**src/rtl/program_counter_pkg.sv**
```systemverilog
// Shared constants for the 6502 program counter slice: address and byte
// widths, and the default value loaded into PCH:PCL on reset.
package program_counter_pkg;

  localparam int PC_WIDTH  = 16;
  localparam int PCL_WIDTH = 8;
  localparam int PCH_WIDTH = 8;

  localparam logic [PC_WIDTH-1:0] DEFAULT_RESET_PC = 16'h0000;

endpackage : program_counter_pkg

```
**src/rtl/program_counter_pc_byte.sv**
```systemverilog
// One byte of the program counter.
// Holds an 8-bit register with a load mux, then adds a one-bit carry-in
// to the selected value. The carry-out is set when the carry-in is set
// and the selected value is 8'hFF, so the PCH byte sees the wrap of PCL.
module program_counter_pc_byte
  import program_counter_pkg::*;
#(
  parameter logic [PCL_WIDTH-1:0] RESET_VAL = '0
) (
  input  logic                 clk_i,
  input  logic                 rst_ni,
  input  logic                 ld_i,
  input  logic [PCL_WIDTH-1:0] bus_i,
  input  logic                 cin_i,
  output logic [PCL_WIDTH-1:0] q_o,
  output logic                 cout_o
);

  logic [PCL_WIDTH-1:0] byte_q;
  logic [PCL_WIDTH-1:0] byte_d;
  logic [PCL_WIDTH-1:0] sel;

  // Select the bus or the held value, then add the carry-in (mod 256).
  always_comb begin
    sel    = ld_i ? bus_i : byte_q;
    byte_d = sel + {{(PCL_WIDTH-1){1'b0}}, cin_i};
    cout_o = cin_i & (&sel);
  end

  // Byte register; reset overrides load and increment.
  always_ff @(posedge clk_i) begin
    if (!rst_ni) begin
      byte_q <= RESET_VAL;
    end else begin
      byte_q <= byte_d;
    end
  end

  assign q_o = byte_q;

endmodule : program_counter_pc_byte

```
**src/rtl/program_counter.sv**
```systemverilog
// 6502 program counter: PCL and PCH registers with PCLS/PCHS select muxes
// and a ripple incrementer from PCL into PCH. Loads from the resolved
// ADL/ADH buses and increments take effect on the next rising edge.
// Optional: define PROGRAM_COUNTER_PREV_PC_EN to add o_pc_prev, which
// captures the old PCH:PCL whenever either byte is loaded from a bus.
module program_counter
  import program_counter_pkg::*;
#(
  parameter logic [PC_WIDTH-1:0] RESET_PC = DEFAULT_RESET_PC
) (
  input  logic                 i_clk,
  input  logic                 i_reset_n,
  input  logic [PCL_WIDTH-1:0] i_bus_adl,
  input  logic [PCH_WIDTH-1:0] i_bus_adh,
  input  logic                 i_adl_pcl,
  input  logic                 i_adh_pch,
  input  logic                 i_i_pc,
  output logic [PCL_WIDTH-1:0] o_pcl,
  output logic [PCH_WIDTH-1:0] o_pch,
  output logic                 o_pcl_carry
`ifdef PROGRAM_COUNTER_PREV_PC_EN
  ,
  output logic [PC_WIDTH-1:0]  o_pc_prev
`endif
);

  logic pcl_cout;
  logic pch_cout_unused;
  logic carry_q;

  // PCL increments whenever i_i_pc is set.
  program_counter_pc_byte #(
    .RESET_VAL (RESET_PC[PCL_WIDTH-1:0])
  ) u_pcl (
    .clk_i  (i_clk),
    .rst_ni (i_reset_n),
    .ld_i   (i_adl_pcl),
    .bus_i  (i_bus_adl),
    .cin_i  (i_i_pc),
    .q_o    (o_pcl),
    .cout_o (pcl_cout)
  );

  // PCH takes the PCL carry, so a carry out of a freshly loaded PCL still
  // ripples into an unloaded PCH.
  program_counter_pc_byte #(
    .RESET_VAL (RESET_PC[PC_WIDTH-1:PCL_WIDTH])
  ) u_pch (
    .clk_i  (i_clk),
    .rst_ni (i_reset_n),
    .ld_i   (i_adh_pch),
    .bus_i  (i_bus_adh),
    .cin_i  (pcl_cout),
    .q_o    (o_pch),
    .cout_o (pch_cout_unused)
  );

  // Register the PCL carry; it is zero on any cycle without an increment.
  always_ff @(posedge i_clk) begin
    if (!i_reset_n) begin
      carry_q <= 1'b0;
    end else begin
      carry_q <= pcl_cout;
    end
  end

  assign o_pcl_carry = carry_q;

`ifdef PROGRAM_COUNTER_PREV_PC_EN
  logic [PC_WIDTH-1:0] pc_prev_q;

  // Capture the outgoing PC on any bus load (jump, branch, vector fetch).
  always_ff @(posedge i_clk) begin
    if (!i_reset_n) begin
      pc_prev_q <= RESET_PC;
    end else if (i_adl_pcl || i_adh_pch) begin
      pc_prev_q <= {o_pch, o_pcl};
    end
  end

  assign o_pc_prev = pc_prev_q;
`endif

endmodule : program_counter

```
**config.mk**
```make
export PLATFORM = sky130hd
export DESIGN_NAME = program_counter
export DESIGN_NICKNAME = d
export VERILOG_FILES = /design/src/rtl/program_counter_pkg.sv /design/src/rtl/program_counter_pc_byte.sv /design/src/rtl/program_counter.sv
export SDC_FILE = /design/constraint.sdc
export NUM_CORES = 1
export LEC_CHECK = 0
export CAP_MARGIN = 20
export CORE_ASPECT_RATIO = 2
export CORE_MARGIN = 8
export CORE_UTILIZATION = 30
export DETAILED_ROUTE_END_ITERATION = 16
export DONT_BUFFER_PORTS = 1
export GPL_TIMING_DRIVEN = 0
export SLEW_MARGIN = 15
export SYNTH_ARGS = -nofsm -noshare
export SYNTH_HDL_FRONTEND = slang
export SYNTH_SLANG_ARGS = --single-unit
```
**constraint.sdc**
```tcl
create_clock -name i_clk -period 1.9 [get_ports i_clk]
set_input_delay 0.285 -clock i_clk [delete_from_list [all_inputs] [get_ports i_clk]]
set_output_delay 0.285 -clock i_clk [all_outputs]
set_load 0.05 [all_outputs]
```
==> results by group, run 1 <==
Logic synthesis
  – Top cells by area, synth: dfxtp_1, mux2i_1, mux2_2
  – Syn Area/Cell: 9.34 µm²
  – Synth Register Bits: 17
  – Cell area after synthesis: 1030 µm²
  – Main flop type after synthesis: dfxtp_1
  – Yosys warns: 0
  – Synth top area share: 0.331
  – Seq/Total Area, Yosys: 0.331
  – EDFF count, synth: 0
  – Synth area leader: dfxtp_1
  – Async SR Flop Fraction: 0
  – Netlist cell types: 30
  – Syn Inst Count: 110
  – Syn_nets: 135

Die
  – Die W: 57.4 µm
  – Initial Util: 0.307
  – Die Ht: 98.8 µm
  – # rows: 30
  – Core area: 3340 µm²
  – DIE AREA: 5670 µm²
  – Ports: 38

STA
  – Max-slew violations: 0
  – Slew headroom: 0.604
  – Fin crit period: 1.88 ns
  – Final setup violation count: 0
  – FMAX: 533 MHz
  – Final hold violations: 0
  – Period utilization: 0.988
  – Hold slack final: 0.152 ns
  – Worst slew pin tran: 0.593 ns
  – Fin Clk Skew: 0.00261 ns
  – RSZ-0062 raised after global routing: yes

Routing
  – Routed len/inst: 17.5 µm
  – Vias per cell: 5.56
  – 1st-pass router iterations: 4
  – Residual DRC: 0
  – Routed wire length: 2600 µm
  – Routed vias: 829
  – Initial DRC count: 9
  – DRT antenna net count: 0

Global routing
  – Largest net degree at the start of global routing: 11
  – GRT Overall Usage: 0.0959
  – GRT Residual Overflow: 0
  – First-pass GRT wire length: 4280 µm
  – Vias in the first global route: 909
  – Initial antenna violation count: 0

Layout
  – Area growth from synthesis to layout: 17.2%
  – Post-Layout Cell Count: 149
  – Ant. Diodes: 0
  – Fillcell total: 349
  – Nets: 143
  – Share of layout cells above drive strength 1: 0.316

Critical path
  – CP max FO: 4
  – CP max stage delay: 0.47 ns
  – CP Capture Type: flop
  – CP Launch Type: flop
  – CP cell instances: nand3b_4 -> a22oi_2 -> and4_4 -> ha_4 -> ha_4 -> inv_4 -> a211oi_2 -> xnor2_1 -> nor2_1
  – Cell mode on critical path: ha_4
  – Slowest CP cell: dfxtp_4
  – CP Class: reg2reg
  – Worst EP required: 2.03 ns
  – Crit path arrival time: 2.00 ns

Clock network
  – Total CTS buffers: 3
  – Worst skew pair latency: 0.25 ns
  – Clock tree sinks: 17
  – CTS H-tree depth: 1
  – CTS tree: yes
  – CTS clk-pin slew, worst paths: 0.07 ns
  – Hold-fix buffers, CTS: 0
  – CTS root buf: clkbuf_8
  – CTS max path bufs: 2

Placement
  – Port Buf Inserts: 0
  – HPWL after DPL: 2120 µm
  – Gpl congestion: 0.779
  – Cells after DPL: 142

Job
  – Max-cap violation count: 0

Pwr
  – Sequential share of power: 0.553
  – Psw: 0.000285 W
  – Pwr dens: 728 nW/µm²
  – Clock share of power: 0.310
  – Pint: 0.000590 W
  – Peak VDD IR: 0.364 mV
  – Comb pwr share: 0.137
  – Leakage: 0.497 nW
  – Sw Share: 0.326

Worst hold path
  – Hold Path Class: in2reg

Run status
  – Result of the run: finished, final reports clean
## through the flow
step / cell area (µm²) / utilization / TNS [ns] / worst slack, ns / total power [W]
2_1_floorplan: 1050 / - / 0 / 0.0154 / 0.000582
3_3_place_gp: 1090 / 0.325 / -0.442 / -0.171 / 0.000604
3_5_place_dp: 1090 / 0.325 / -0.640 / -0.209 / 0.000608
4_1_cts: 1180 / 0.355 / 0 / 0.00837 / 0.000891
5_1_grt: 1200 / 0.360 / -0.238 / -0.0807 / 0.000925
6_report: 1200 / 0.360 / 0 / 0.0236 / 0.000876
## flip-flops by register name (all words and copies together), names as in the netlist
register and count:
u_pch.q_o 8, u_pcl.q_o 8, o_pcl_carry 1
## cell usage after synthesis, types with 3 or more instances
cell	instances
a21oi_1	6
mux2i_1	10
nand2_1	9
xor2_1	3
a21o_1	3
nor2_1	5
o21ai_0	4
dfxtp_1	17
ha_1	4
nand3_1	10
buf_6	4
mux2_2	5
nand4_1	4
and2_1	5
## routing by layer
| layer | share of wire | global-route usage | wire (µm) |
|---|---|---|---|
| met5 | 0 | 0 | 0 |
| met4 | 0.0081 | 0.0409 | 21 |
| met3 | 0.15 | 0.0587 | 378 |
| met2 | 0.51 | 0.180 | 1330 |
| met1 | 0.33 | 0.0729 | 868 |
## repair_timing
action,in CTS,in global routing
setup endpoints to repair,5,5
buffers inserted,2,1
gates resized for setup,9,3
pin swaps,6,7
## critical path: cells and delay by family, from the launching register on
kind | cells | cell delay [ns]
flops | 1 | 0.47
simple gates | 3 | 0.43
compound gates | 2 | 0.38
fa+ha+maj | 2 | 0.30
xor+xnor | 1 | 0.14
buf+inv | 1 | 0.04
## cell usage in the layout, fill, tap and decap left out, types with 2 or more instances in the layout
cell type,synthesis,routed
dfxtp_4,0,6
a21o_1,3,3
a31o_2,2,2
o21ai_0,4,4
dfxtp_1,17,9
xor2_1,3,3
dfxtp_2,0,2
mux2_2,5,5
nand4_1,4,4
buf_6,4,4
nand2_1,9,8
nand3b_1,2,2
a21oi_1,6,6
xnor2_1,2,2
clkbuf_8,0,3
nand3_1,10,10
ha_4,0,2
mux2i_1,10,10
clkbuf_1,1,2
ha_1,4,2
buf_4,0,3
nor2_1,5,5
nand4b_1,2,2
and2_1,5,5
## layout make-up
class | count | area (µm²) | share of cell area
Clock buffer | 4 | 45.0 | 0.0374
Inverter | 2 | 10.0 | 0.00832
Timing Repair Buffer | 3 | 22.5 | 0.0187
Buffer | 5 | 48.8 | 0.0405
Tap cell | 32 | 40.0 | 0.0333
Multi-Input combinational cell | 86 | 672 | 0.558
Sequential cell | 17 | 365 | 0.304
## final timing paths
| kind | startpoint | endpoint | slack, ns | cells past startpoint |
|---|---|---|---|---|
| worst max-delay path | u_pcl.q_o[3] | u_pch.q_o[6] | 0.02 | 9 |
| worst min-delay path | i_reset_n | u_pch.q_o[1] | 0.15 | 1 |
| worst max register to register | u_pcl.q_o[3] | u_pch.q_o[6] | 0.02 | 9 |
| worst min register to register | u_pcl.q_o[4] | u_pcl.q_o[4] | 0.76 | 3 |
## power groups by stage
stage / clock network (W) / registers (W) / logic [W]
5_1_grt: 0.000301 / 0.000489 / 0.000134
3_3_place_gp: 0 / 0.000493 / 0.000110
3_5_place_dp: 0 / 0.000494 / 0.000114
6_report: 0.000271 / 0.000485 / 0.000120
4_1_cts: 0.000286 / 0.000485 / 0.000119
2_1_floorplan: 0 / 0.000485 / 0.0000967
## cell families (layout without fill, tap and decap cells)
kind of cell	Yosys count	in the layout	share of synthesized area
AND/OR/NAND/NOR	42	42	0.231
multiplexers	15	15	0.152
buffers and inverters	7	14	0.0548
adder cells (fa/ha/maj)	4	4	0.0487
AO/OA/AOI/OAI	20	20	0.139
XOR/XNOR	5	5	0.0426
flip-flops	17	17	0.331
(Power assumes the default switching activity.)
==> inputs of run 2 (changes only) <==
--- a/config.mk
+++ b/config.mk
@@ -9,6 +9,7 @@
 export CORE_ASPECT_RATIO = 2
 export CORE_MARGIN = 8
 export CORE_UTILIZATION = 30
+export CTS_BUF_LIST = sky130_fd_sc_hd__clkbuf_8
 export DETAILED_ROUTE_END_ITERATION = 16
 export DONT_BUFFER_PORTS = 1
 export GPL_TIMING_DRIVEN = 0
==> results by group, run 2 (synthesis results as in run 1) <==
Run status
  – Result of the run: finished, final reports clean

Die
  – Die W: 57.4 µm (unchanged)
  – # rows: 30 (unchanged)
  – Die Ht: 98.8 µm (unchanged)
  – Ports: 38 (unchanged)
  – DIE AREA: 5670 µm² (unchanged)
  – Initial Util: 0.307 (unchanged)
  – Core area: 3340 µm² (unchanged)

Pwr
  – Leakage: 0.501 nW (+0.83%)
  – Comb pwr share: 0.138 (about the same)
  – Psw: 0.000286 W (+0.19%)
  – Sw Share: 0.328 (+0.00244)
  – Clock share of power: 0.306 (-0.004)
  – Peak VDD IR: 0.364 mV (about the same)
  – Pint: 0.000585 W (-0.92%)
  – Pwr dens: 723 nW/µm² (-0.56%)
  – Sequential share of power: 0.557 (+0.004)

Routing
  – 1st-pass router iterations: 4 (unchanged)
  – Routed vias: 829 (unchanged)
  – Routed len/inst: 17.5 µm (about the same)
  – Routed wire length: 2600 µm (about the same)
  – Vias per cell: 5.56 (unchanged)
  – Residual DRC: 0 (unchanged)
  – Initial DRC count: 9 (unchanged)
  – DRT antenna net count: 0 (unchanged)

Clock network
  – CTS root buf: clkbuf_8
  – CTS H-tree depth: 1 (unchanged)
  – CTS max path bufs: 2 (unchanged)
  – Clock tree sinks: 17 (unchanged)
  – CTS tree: yes
  – Total CTS buffers: 3 (unchanged)
  – Worst skew pair latency: 0.25 ns (about the same)
  – CTS clk-pin slew, worst paths: 0.07 ns (about the same)

Global routing
  – Largest net degree at the start of global routing: 11 (unchanged)
  – GRT Overall Usage: 0.0959 (unchanged)
  – GRT met1 Usage: 0.0729 (unchanged)
  – First-pass GRT wire length: 4280 µm (unchanged)
  – Global-route track usage on met2: 0.180 (unchanged)
  – Met3 GRT Util: 0.0587 (unchanged)
  – Vias in the first global route: 909 (unchanged)
  – Gr busiest metal: met2
  – GRT Residual Overflow: 0 (unchanged)
  – Initial antenna violation count: 0 (unchanged)

STA
  – Final hold violations: 0 (unchanged)
  – Worst slew pin tran: 0.593 ns (-0.00000638 ns)
  – Slew headroom: 0.604 (about the same)
  – Period utilization: 0.988 (about the same)
  – Fin Clk Skew: 0.00223 ns (-0.000386 ns)
  – Final setup violation count: 0 (unchanged)
  – Fin crit period: 1.88 ns (+0.000567 ns)
  – Max-slew violations: 0 (unchanged)
  – FMAX: 533 MHz (about the same)
  – RSZ-0062 raised after global routing: yes

Critical path
  – Slowest CP cell: dfxtp_4
  – Crit path arrival time: 2.00 ns (about the same)
  – R2R Path Start: u_pcl.q_o[3]
  – CP Capture Type: flop
  – CP bufs+invs: 1 (unchanged)
  – CP Class: reg2reg
  – Cell mode on critical path: ha_4
  – CP max stage delay: 0.47 ns (about the same)
  – CP Launch Point: u_pcl.q_o[3]
  – CP max FO: 4 (unchanged)
  – CP Launch Type: flop
  – Worst EP required: 2.03 ns (about the same)
  – CP top delay family: flip-flops
  – CP cell instances: nand3b_4 -> a22oi_2 -> and4_4 -> ha_4 -> ha_4 -> inv_4 -> a211oi_2 -> xnor2_1 -> nor2_1

Job
  – Max-cap violation count: 0 (unchanged)

Layout
  – Share of layout cells above drive strength 1: 0.316 (unchanged)
  – Fillcell total: 349 (unchanged)
  – Area of the multi-input gates: 672 µm² (unchanged)
  – Area growth from synthesis to layout: 17.2% (unchanged)
  – Commonest non-fill, non-tap cells in the layout: nand3_1, mux2i_1, dfxtp_1
  – Nets: 143 (unchanged)
  – Reg area: 365 µm² (unchanged)
  – Final design utilization: 0.360 (unchanged)
  – Ant. Diodes: 0 (unchanged)
  – Post-Layout Cell Count: 149 (unchanged)

Placement
  – HPWL after DPL: 2120 µm (unchanged)
  – Gpl congestion: 0.779 (unchanged)
  – Port Buf Inserts: 0 (unchanged)
  – Cells after DPL: 142 (unchanged)

Worst hold path
  – Worst hold path startpoint: i_reset_n
  – Hold Path Class: in2reg
-- run 2: cell types whose count changed in the layout (fill, tap and decap cells not counted), sizes merged --
cell    previous run  this run
clkbuf             5         4
inv                2         3
-- run 2: power groups by stage --
stage / clock network, W / registers (W) / logic (W)
6_report: 0.000266 / 0.000485 / 0.000120
5_1_grt: 0.000296 / 0.000489 / 0.000134
4_1_cts: 0.000281 / 0.000485 / 0.000119
3_5_place_dp: 0 / 0.000494 / 0.000114
3_3_place_gp: 0 / 0.000493 / 0.000110
2_1_floorplan: 0 / 0.000485 / 0.0000967
-- run 2: path summary, 6_finish.rpt --
kind / endpoint / slack (ns) / cells after the start
max reg2reg: u_pch.q_o[6] / 0.02 / 9
max: u_pch.q_o[6] / 0.02 / 9
min: u_pch.q_o[1] / 0.15 / 1
min reg2reg: u_pcl.q_o[4] / 0.76 / 3
-- run 2: what timing repair did --
action                                  CTS  global route
hold buffers                              0             0
buffers inserted                          2             1
pin swaps                                 6             7
gates cloned                              0             0
resized for setup                         9             3
endpoints found under the setup margin    5             5
-- run 2: worst register-to-register path, stage by stage, from the launching register on --
cell and delay, ns:
dfxtp_4 0.47, nand3b_4 0.11, a22oi_2 0.23, and4_4 0.27
ha_4 0.16, ha_4 0.14, inv_4 0.04, a211oi_2 0.15
xnor2_1 0.14, nor2_1 0.05
-- run 2: cell type report --
class                   count  area share
multi-input cells          86       0.558
flip-flops and latches     17       0.304
plain buffers               5      0.0405
clock buffers               3      0.0343
well taps                  32      0.0333
repair buffers              3      0.0187
inverters                   2     0.00832
clock inverters             1     0.00312
-- run 2: per-layer routing --
metal  wire (µm)  vias up  share of wire
met4          21        0         0.0081
met2        1330       39           0.51
met1         869      373           0.33
met3         378        2           0.15
li1            -      415              -
met5           0        -              0
-- run 2: stage by stage --
| stage | TNS [ns] | cell area (µm²) | worst slack, ns | power (W) | hold WS (ns) |
|---|---|---|---|---|---|
| 2_1_floorplan | 0 | 1050 | 0.0154 | 0.000582 | 0.407 |
| 3_3_place_gp | -0.442 | 1090 | -0.171 | 0.000604 | 0.409 |
| 3_5_place_dp | -0.640 | 1090 | -0.209 | 0.000608 | 0.410 |
| 4_1_cts | 0 | 1180 | 0.00820 | 0.000885 | 0.144 |
| 5_1_grt | -0.238 | 1200 | -0.0808 | 0.000920 | 0.143 |
| 6_report | 0 | 1200 | 0.0230 | 0.000871 | 0.152 |
==> inputs of run 3 (changes only) <==
--- a/config.mk
+++ b/config.mk
@@ -9,7 +9,7 @@
 export CORE_ASPECT_RATIO = 2
 export CORE_MARGIN = 8
 export CORE_UTILIZATION = 30
-export CTS_BUF_LIST = sky130_fd_sc_hd__clkbuf_8
+export CTS_BUF_LIST = sky130_fd_sc_hd__clkbuf_2
 export DETAILED_ROUTE_END_ITERATION = 16
 export DONT_BUFFER_PORTS = 1
 export GPL_TIMING_DRIVEN = 0
==> results by group, run 3 (synthesis results as in run 1) <==
Clock network
  – Worst skew pair latency: 0.30 ns (+0.05 ns)
  – CTS tree: yes
  – Clock tree sinks: 17 (unchanged)
  – CTS max path bufs: 2 (unchanged)
  – CTS root buf: clkbuf_2
  – Hold-fix buffers, CTS: 0 (unchanged)
  – CTS H-tree depth: 1 (unchanged)
  – CTS clk-pin slew, worst paths: 0.18 ns (+0.11 ns)
  – Total CTS buffers: 3 (unchanged)

Global routing
  – Initial antenna violation count: 0 (unchanged)
  – GRT Residual Overflow: 0 (unchanged)
  – First-pass GRT wire length: 4280 µm (-0.14%)
  – Largest net degree at the start of global routing: 11 (unchanged)
  – GRT Overall Usage: 0.0946 (-0.00130)
  – Vias in the first global route: 904 (-0.55%)

Placement
  – Port Buf Inserts: 0 (unchanged)
  – Gpl congestion: 0.779 (unchanged)
  – HPWL after DPL: 2120 µm (unchanged)
  – Placed cell area: 1090 µm² (unchanged)
  – Cells after DPL: 142 (unchanged)

Pwr
  – Psw: 0.000279 W (-2.4%)
  – Leakage: 0.491 nW (-2.1%)
  – Total power: 0.000777 W (-11%)
  – Pint: 0.000497 W (-15%)
  – Clock share of power: 0.222 (-0.084)
  – Pwr dens: 659 nW/µm² (-8.9%)
  – Peak VDD IR: 0.323 mV (-11%)
  – Comb pwr share: 0.154 (+0.016)
  – Sw Share: 0.359 (+0.0311)
  – Sequential share of power: 0.624 (+0.067)

Critical path
  – Worst EP required: 2.07 ns (+0.04 ns)
  – CP Launch Type: flop
  – CP Capture Type: flop
  – Register-to-register setup slack: 0.02 ns (about the same)
  – CP max FO: 5 (+1)
  – Crit path arrival time: 2.05 ns (+0.05 ns)
  – Worst Reg-to-Reg Cells: 8 (-1)
  – CP Class: reg2reg

Layout
  – Final design utilization: 0.353 (-0.00749)
  – Final Cell Area: 1180 µm² (-2.1%)
  – Share of layout cells above drive strength 1: 0.325 (+0.00855)
  – Ant. Diodes: 0 (unchanged)
  – Area growth from synthesis to layout: 14.7%
  – Post-Layout Cell Count: 149 (unchanged)
  – Nets: 143 (unchanged)
  – Commonest non-fill, non-tap cells in the layout: nand3_1, mux2i_1, dfxtp_1

Routing
  – Residual DRC: 0 (unchanged)
  – Routed wire length: 2590 µm (-0.50%)
  – Initial DRC count: 9 (unchanged)
  – Routed vias: 831 (+0.24%)
  – 1st-pass router iterations: 3 (-1)
  – Routed len/inst: 17.4 µm (-0.50%)
  – Vias per cell: 5.58 (+0.24%)
  – DRT antenna net count: 0 (unchanged)

STA
  – Final setup violation count: 0 (unchanged)
  – FMAX: 532 MHz (-0.18%)
  – Fin crit period: 1.88 ns (+0.00334 ns)
  – RSZ-0062 raised after global routing: yes
  – Max-slew violations: 0 (unchanged)
  – Fin Clk Skew: 0.0133 ns (+0.0111 ns)
  – Hold slack final: 0.0908 ns (-0.0612 ns)
  – Period utilization: 0.990 (+0.00176)
  – Slew headroom: 0.604 (about the same)
  – Worst slew pin tran: 0.593 ns (+0.0000325 ns)
  – Final hold violations: 0 (unchanged)

Die
  – DIE AREA: 5670 µm² (unchanged)
  – Ports: 38 (unchanged)
  – # rows: 30 (unchanged)
  – Die W: 57.4 µm (unchanged)
  – Initial Util: 0.307 (unchanged)
  – Core area: 3340 µm² (unchanged)
  – Die Ht: 98.8 µm (unchanged)

Worst hold path
  – Hold Path Class: in2reg
  – Hold path cells: 1 (unchanged)

Job
  – Max-cap violation count: 0 (unchanged)

Run status
  – Result of the run: finished, final reports clean
-- run 3: changes by cell type in the layout (fill, tap and decap cells not counted), sizes merged --
cell,previous run,this run
clkbuf,4,5
inv,3,2
-- run 3: path summary, 6_finish.rpt --
path / from / endpoint
max: u_pcl.q_o[3] / u_pch.q_o[7]
max reg2reg: u_pcl.q_o[3] / u_pch.q_o[7]
min reg2reg: u_pcl.q_o[4] / u_pcl.q_o[4]
min: i_reset_n / u_pch.q_o[1]
-- run 3: power groups by stage --
stage	sequential (W)	combinational (W)	clock, W
CTS	0.000486	0.000119	0.000184
detailed placement	0.000494	0.000114	0
global route	0.000490	0.000134	0.000199
finish	0.000485	0.000120	0.000172
global placement	0.000493	0.000110	0
floorplan	0.000485	0.0000967	0
-- run 3: final cells by class --
cell class / instances / area, µm²
Buffer: 5 / 48.8
Fill cell: 352 / 2160
Sequential cell: 17 / 365
Inverter: 2 / 10.0
Tap cell: 32 / 40.0
Clock buffer: 4 / 20.0
Multi-Input combinational cell: 86 / 672
Timing Repair Buffer: 3 / 22.5
-- run 3: layer usage --
metal / share of wire / global-route usage / up-vias
met5: 0 / 0 / -
met2: 0.51 / 0.178 / 39
met3: 0.15 / 0.0548 / 2
met1: 0.34 / 0.0752 / 376
li1: - / - / 414
met4: 0.0081 / 0.0350 / 0
-- run 3: critical path, cell delays in order, from the launching register on --
cell and delay, ns:
dfxtp_4 0.50, nand3b_4 0.11, a22oi_2 0.23, and4_4 0.27, ha_4 0.16, nand4b_1 0.12
nand2_2 0.18, a31o_2 0.16, a21oi_1 0.05
-- run 3: stage by stage --
step	worst slack, ns	TNS, ns
finish	0.0197	0
global route	-0.0932	-0.342
CTS	0.00357	0
detailed placement	-0.209	-0.640
global placement	-0.171	-0.442
floorplan	0.0154	0
-- run 3: timing repair --
item                                    4_1_cts  5_1_grt
setup buffers                                 2        1
pin swaps                                     7        7
endpoints found under the setup margin        5        5
gates resized for setup                       9        3
